[config.mk]
export PLATFORM = sky130hd
export DESIGN_NAME = lcd_panel_sequencer
export DESIGN_NICKNAME = d
export VERILOG_FILES = /design/src/rtl/lcd_panel_sequencer.sv
export SDC_FILE = /design/constraint.sdc
export NUM_CORES = 1
export LEC_CHECK = 0
export CAP_MARGIN = 25
export CELL_PAD_IN_SITES_DETAIL_PLACEMENT = 1
export CELL_PAD_IN_SITES_GLOBAL_PLACEMENT = 2
export CORE_ASPECT_RATIO = 0.75
export CORE_MARGIN = 2
export CORE_UTILIZATION = 35
export CTS_BUF_LIST = sky130_fd_sc_hd__clkbuf_4 sky130_fd_sc_hd__clkbuf_8
export DETAILED_ROUTE_END_ITERATION = 12
export PLACE_DENSITY = 0.8
export SYNTH_ARGS = -nofsm -noshare
export SYNTH_HDL_FRONTEND = slang
export SYNTH_SLANG_ARGS = --single-unit
[constraint.sdc]
create_clock -name PixelClk -period 2.2 [get_ports PixelClk]
set_clock_uncertainty 0.1 [all_clocks]
set_input_delay 0.55 -clock PixelClk [delete_from_list [all_inputs] [get_ports PixelClk]]
set_output_delay 0.55 -clock PixelClk [all_outputs]
set_load 0.02 [all_outputs]
[src/rtl/lcd_panel_sequencer.sv]
// lcd_panel_sequencer: panel power sequencing and frame-aligned test pattern select.
// Define LCD_PATTERN_AUTO_CYCLE_EN to advance the pattern every AUTO_FRAMES frames in ON.
module lcd_panel_sequencer #(
    parameter logic [15:0] POWER_DLY      = 16'd1000,
    parameter logic [3:0]  STARTUP_FRAMES = 4'd2,
    parameter logic [3:0]  BL_FRAMES      = 4'd1,
    parameter logic [3:0]  OFF_FRAMES     = 4'd1,
`ifdef LCD_PATTERN_AUTO_CYCLE_EN
    parameter logic [7:0]  AUTO_FRAMES    = 8'd60,
`endif
    parameter logic [2:0]  NUM_PATTERNS   = 3'd7
) (
    input  logic       PixelClk,
    input  logic       nRST,
    input  logic       power_req,
    input  logic       LCD_VSYNC,
    input  logic       pattern_next,
    output logic       tg_en,
    output logic       panel_disp,
    output logic       bl_en,
    output logic [2:0] pattern_sel,
    output logic       ready,
    output logic       busy
);

    typedef enum logic [2:0] {
        S_OFF, S_PWR_WAIT, S_SYNC_RUN, S_DISP_ON, S_ON, S_BL_OFF, S_DISP_OFF
    } state_t;

    state_t      state_q, state_d;
    logic        vs_prev_q, tick_q, tick_d;
    logic [3:0]  fcnt_q, fcnt_d;
    logic [15:0] dly_q, dly_d;
    logic        pend_q, pend_d;
    logic [2:0]  pat_q, pat_d;
    logic        tg_en_q, tg_en_d, disp_q, disp_d, bl_q, bl_d;
    logic        ready_q, ready_d, busy_q, busy_d;
    logic        ftick, manual, advance;

    // Frame ticks only count while the timing generator is running.
    assign tick_d = vs_prev_q & ~LCD_VSYNC;
    assign ftick  = tick_q & tg_en_q;
    assign manual = ftick & (pend_q | pattern_next);

`ifdef LCD_PATTERN_AUTO_CYCLE_EN
    logic [7:0] acnt_q, acnt_d;
    logic       auto_adv;

    always_comb begin
        acnt_d   = acnt_q;
        auto_adv = 1'b0;
        if (state_q != S_ON) begin
            acnt_d = 8'd0;
        end else if (ftick) begin
            if (manual) begin
                acnt_d = 8'd0;
            end else if (acnt_q == AUTO_FRAMES - 8'd1) begin
                auto_adv = 1'b1;
                acnt_d   = 8'd0;
            end else begin
                acnt_d = acnt_q + 8'd1;
            end
        end
    end

    always_ff @(posedge PixelClk) begin
        if (!nRST) acnt_q <= 8'd0;
        else       acnt_q <= acnt_d;
    end

    assign advance = manual | auto_adv;
`else
    assign advance = manual;
`endif

    always_comb begin
        state_d = state_q;
        unique case (state_q)
            S_OFF: if (power_req) state_d = S_PWR_WAIT;
            S_PWR_WAIT: begin
                if (!power_req)                       state_d = S_OFF;
                else if (dly_q == POWER_DLY - 16'd1) state_d = S_SYNC_RUN;
            end
            S_SYNC_RUN: begin
                if (!power_req) state_d = S_OFF;
                else if (ftick && fcnt_q == STARTUP_FRAMES - 4'd1)
                    state_d = S_DISP_ON;
            end
            S_DISP_ON: begin
                if (!power_req) state_d = S_DISP_OFF;
                else if (ftick && fcnt_q == BL_FRAMES - 4'd1)
                    state_d = S_ON;
            end
            S_ON: if (!power_req) state_d = S_BL_OFF;
            S_BL_OFF:
                if (ftick && fcnt_q == OFF_FRAMES - 4'd1) state_d = S_DISP_OFF;
            S_DISP_OFF:
                if (ftick && fcnt_q == OFF_FRAMES - 4'd1) state_d = S_OFF;
            default: state_d = S_OFF;
        endcase

        dly_d = (state_q == S_PWR_WAIT) ? dly_q + 16'd1 : 16'd0;
        if (state_d != state_q) fcnt_d = 4'd0;
        else if (ftick)         fcnt_d = fcnt_q + 4'd1;
        else                    fcnt_d = fcnt_q;

        tg_en_d = state_d inside {S_SYNC_RUN, S_DISP_ON, S_ON, S_BL_OFF, S_DISP_OFF};
        disp_d  = state_d inside {S_DISP_ON, S_ON, S_BL_OFF};
        bl_d    = (state_d == S_ON);
        ready_d = (state_d == S_ON);
        busy_d  = !(state_d inside {S_OFF, S_ON});

        pend_d = manual ? 1'b0 : (pend_q | pattern_next);
        pat_d  = pat_q;
        if (advance)
            pat_d = (pat_q == NUM_PATTERNS - 3'd1) ? 3'd0 : pat_q + 3'd1;
    end

    always_ff @(posedge PixelClk) begin
        if (!nRST) begin
            state_q   <= S_OFF;
            vs_prev_q <= 1'b1;
            tick_q    <= 1'b0;
            fcnt_q    <= 4'd0;
            dly_q     <= 16'd0;
            pend_q    <= 1'b0;
            pat_q     <= 3'd0;
            tg_en_q   <= 1'b0;
            disp_q    <= 1'b0;
            bl_q      <= 1'b0;
            ready_q   <= 1'b0;
            busy_q    <= 1'b0;
        end else begin
            state_q   <= state_d;
            vs_prev_q <= LCD_VSYNC;
            tick_q    <= tick_d;
            fcnt_q    <= fcnt_d;
            dly_q     <= dly_d;
            pend_q    <= pend_d;
            pat_q     <= pat_d;
            tg_en_q   <= tg_en_d;
            disp_q    <= disp_d;
            bl_q      <= bl_d;
            ready_q   <= ready_d;
            busy_q    <= busy_d;
        end
    end

    assign tg_en       = tg_en_q;
    assign panel_disp  = disp_q;
    assign bl_en       = bl_q;
    assign ready       = ready_q;
    assign busy        = busy_q;
    assign pattern_sel = pat_q;

endmodule

Yosys cells after proc, flatten, opt, wreduce, memory -nomap -nowiden --
Cells that the tools add are included.
Cells by class: reductions and logical operators 12, $add $sub $neg 3, bitwise operators 6, mux-type cells 12, equality and inequality tests 15
Operator list (number):
- $mux W3 | 11
- $eq A3 B3 Y1 const B | 7
- $pmux W3 S7 | 1
- $add A16 B1 Y16 const B | 1
- $eq A16 B10 Y1 const B | 1
- $eq A3 B2 Y1 const B | 4
- $logic_not A3 Y1 | 2
- $reduce_bool A5 Y1 | 1
- $add A4 B1 Y4 const B | 1
- $eq A4 B1 Y1 const B | 1
- $logic_not A4 Y1 | 1
- $reduce_or A2 Y1 | 2
- $add A3 B1 Y3 const B | 1
- $and A1 B1 Y1 | 3
- $eq A3 B1 Y1 const B | 1
- $ne A3 B3 Y1 | 1
- $reduce_bool A3 Y1 | 1
- $logic_and A1 B1 Y1 | 2
- $not A1 Y1 | 2
- $reduce_and A2 Y1 | 1
- $reduce_bool A2 Y1 | 1
- $logic_not A1 Y1 | 1
- $or A1 B1 Y1 | 1
Word-level totals: register bits 33, output and inout port bits 8, input port bits 5

Logic depth before layout (Yosys ltp) --
depth in word-level cells 8, mapped depth 6, depth with buffers taken out 6

Worst setup path after synthesis --
No wires, ideal clock.
path type input to register, start point in power_req, end point reg fcnt_q[0], library setup time 0.116 ns, data arrival time 1.616 ns, stages 6, path buffers 1, path slack 0.368 ns, required time 1.984 ns, cells stage by stage clkbuf_1 o21a_1 or3_1 o221a_1 nand3_2 nor3_2
Between the ends: word-level cells in the longest chain between the ends 4
Ends and longest elaborated chain:
- start: declaration | line 15 | input logic power_req,
- $mux W3, on equally long branches
- $pmux W3 S7 * | line 78 | unique case (state_q)
- $ne A3 B3 Y1 * | line 103 | if (state_d != state_q) fcnt_d = 4'd0;
- $reduce_or A2 Y1 (no line) *
- end signal: assignment | line 137 | fcnt_q <= fcnt_d;
- end: declaration | line 32 | logic [3:0] fcnt_q, fcnt_d;
Mark *: on every way between the ends. The rest lies on a longest branch, timed or not. A chain may end at the register's enable or synchronous reset.

Final worst setup path --
start point reg pat_q[1] (netlist: pattern_sel[1]), end point out pattern_sel[1]
RTL lines:
- start: declaration | line 35 | logic [2:0] pat_q, pat_d;
- start signal: assignment | line 140 | pat_q <= pat_d;
- end: declaration | line 21 | output logic [2:0] pattern_sel,
No word-level cell between the ends.

==> results.md <==
- Crit path largest cell delay: 0.64 ns
- Dpl hpwl: 2920 um
- Final setup fails: 0
- Worst-path cell chain: clkdlybuf4s50_1
- RD Place Congestion: 0.840
- Fillers: 517
- Mapped cell area: 1610 um^2
- Min-delay worst type: flip-flop to flip-flop
- Final hold viol count: 0
- Worst Tran Pin Value: 0.430 ns
- # clock sinks: 33
- Root Buffer: clkbuf_8
- Diode count: 0
- Vias: 1342
- Power Density: 610 nW/um^2
- Initial core utilization: 36.2%
- Port-buffer cells: 12
- Number of global-route vias before repair: 1337
- Post-route cell area: 1910 um^2
- Max Clk Rate: 503 MHz
- Adder-Cell Fraction of Synth Area: 3.11%
- VDD IR max: 406 uV
- Asr flop ratio synth: 0%
- WP buf/inv: 1
- GR Overflow Total: 0
- Global-route wire length before repair: 6510 um
- CP arrival: 1.34 ns
- Setup Buffers After CTS: 0
- LEAKAGE: 0.658 nW
- Crit Path Max Fanout: 6
- Critical path required time: 1.55 ns
- Worst setup path class: flip-flop to primary output
- Final Cycle Share: 90.3%
- Avg Cell Area, Syn: 8.93 um^2
- Seq. cell area: 661 um^2
- Routed Antenna Nets: 0
- Register area share after synthesis: 41.1%
- Synth Area in Simple Gates: 31.4%
- Die area: 5160 um^2
- Max clock buf depth: 2
- Synth Area in XOR/XNOR: 8.72%
- Area of the multi-input gates: 885 um^2
- Yosys cell types: 45
- Antenna violations before repair: 0
- Core area: 4440 um^2
- Most common flop cell mapped by yosys: dfxtp_1
- Layout cell share with drive strength beyond 1: 13.6%
- Top delay family on crit path: buffers and inverters
- Max cap viols: 0
- DR vias/cell: 5.24
- Area delta synth->final: 19.0%
- DRC violations left: 0
- Relative slew slack: 71.1%
- Compound-cell area share of the yosys netlist: 11.2%
- Status: completed
- Post-synth EDFFs: 0
- Final net count: 207
- 1st-iter DRT viols: 76
- Design Power: 1.17 mW
- Wire per inst: 15.1 um
- Num rows: 21
- First drt pass iteration count: 4
- Final min period: 1.99 ns
- DRT Wirelength: 3860 um
- Post-CTS sizing: 0
- Largest net degree at the start of global routing: 17
- Commonest non-fill, non-tap cell in the layout: dfxtp_1
- Largest family of logic cells by synthesized area: simple AND/OR/NAND/NOR gates
- Pins Over Slew Limit: 0
- Die H: 62.7 um
- IO Pins: 13
- Overall Global Routing Usage: 16.7%
- RSZ-0062 raised after global routing: no
- Number of H-tree levels: 2
- CTS tree: built
- Crit start category: flip-flop
- Clk_lat worst skew: 0.28 ns
- Num CTS Buffers: 5
- Mux cell area share after synthesis: 0.623%
- Die Wd: 82.3 um
- Crit. End Element: primary output
- YS warnings: 0
- Post-Syn Instances: 180
- Syn Nets: 189
- Hold buffers post-CTS: 0
- Dpl cell area: 1810 um^2
- Slowest CP cell: clkdlybuf4s50_1
- Commonest cells after routing, fill and taps aside: dfxtp_1 (33), nor2_1 (24), clkdlybuf4s50_1 (12)
- Synthesized flop and latch total: 33
- Clock Pin Slew Worst Setup and Hold Paths: 0.07 ns
## layer usage
layer  GRT usage [%]  share of wire (%)  up-vias  routed length, um
met5               0                  0        -                  0
met3            4.91                3.4        6                131
li1                -                  -      671                  -
met2            22.6                 42       16               1610
met4            6.88                1.8        0                 71
met1            24.4                 53      649               2050
## cell type report
type                       count  share of cell area, %
timing repair buffer          18                   8.63
sequential                    33                   34.5
clock inverter                 1                  0.262
tap                           57                   3.73
clock buffer                   7                   5.04
multi-input combinational    132                   46.2
inverter                       8                   1.57
## metrics by stage
stage / hold slack, ns / cells / TNS (ns) / util (%) / setup WS [ns]
after floorplan: 0.294 / 180 / 0 / - / 0.368
after global placement: 0.299 / 248 / -0.0123 / 40.8 / -0.00490
after detailed placement: 0.305 / 248 / -0.149 / 40.8 / -0.0299
after CTS: 0.316 / 256 / 0 / 43.1 / 0.210
after global routing: 0.342 / 256 / 0 / 43.1 / 0.119
final: 0.313 / 256 / 0 / 43.1 / 0.213
## cells in the mapped netlist (2+ instances only)
cell       n  area share (%)
dfxtp_1   33              41
nor2_1    24             5.6
nand2_1   11             2.6
nand3_1   11             3.4
xor2_1    11             6.0
inv_1      8             1.9
a21oi_1    7             2.2
nand4_1    5             1.9
xnor2_1    5             2.7
and4_1     4             2.2
clkbuf_1   4            0.93
ha_1       4             3.1
nor3_2     4             2.5
a211oi_1   3             1.4
nand2b_1   3             1.2
o21a_1     3             1.4
o21ai_0    3            0.93
and3_1     2            0.78
and4bb_2   2             1.6
buf_2      2            0.62
nor2b_1    2            0.78
nor3_1     2            0.62
nor4_1     2            0.78
nor4b_1    2             1.1
o21ai_1    2            0.62
or3_1      2            0.78
## path summary, 6_finish.rpt
| kind | to | slack (ns) | startpoint | depth (start not counted) |
|---|---|---|---|---|
| min | tick_q | 0.31 | vs_prev_q | 2 |
| max reg2reg | tg_en | 0.36 | fcnt_q[0] | 7 |
| min reg2reg | tick_q | 0.31 | vs_prev_q | 2 |
| max | pattern_sel[1] | 0.21 | pattern_sel[1] | 1 |
## report_power, final
| part | switching (mW) | internal, mW |
|---|---|---|
| sequential | 0.00410 | 0.604 |
| clock | 0.223 | 0.283 |
| combinational | 0.0297 | 0.0233 |
| total | 0.257 | 0.910 |
## state kept, by name, summed over array words and instances (netlist names)
register / flops
vs_prev_q: 1
state_q: 3
fcnt_q: 4
busy: 1
pend_q: 1
panel_disp: 1
pattern_sel: 3
dly_q: 16
tick_q: 1
ready: 1
tg_en: 1
## logic make-up (layout without fill, tap and decap cells)
logic type	after synthesis	after routing
and+or+nand+nor	85	85
AOI/OAI and AO/OA	26	26
DFF	33	33
adders and majority gates	4	4
xor gates and xnor gates	16	16
muxes	1	1
buffers and inverters	15	34
Power figures use the tool's default switching activity.
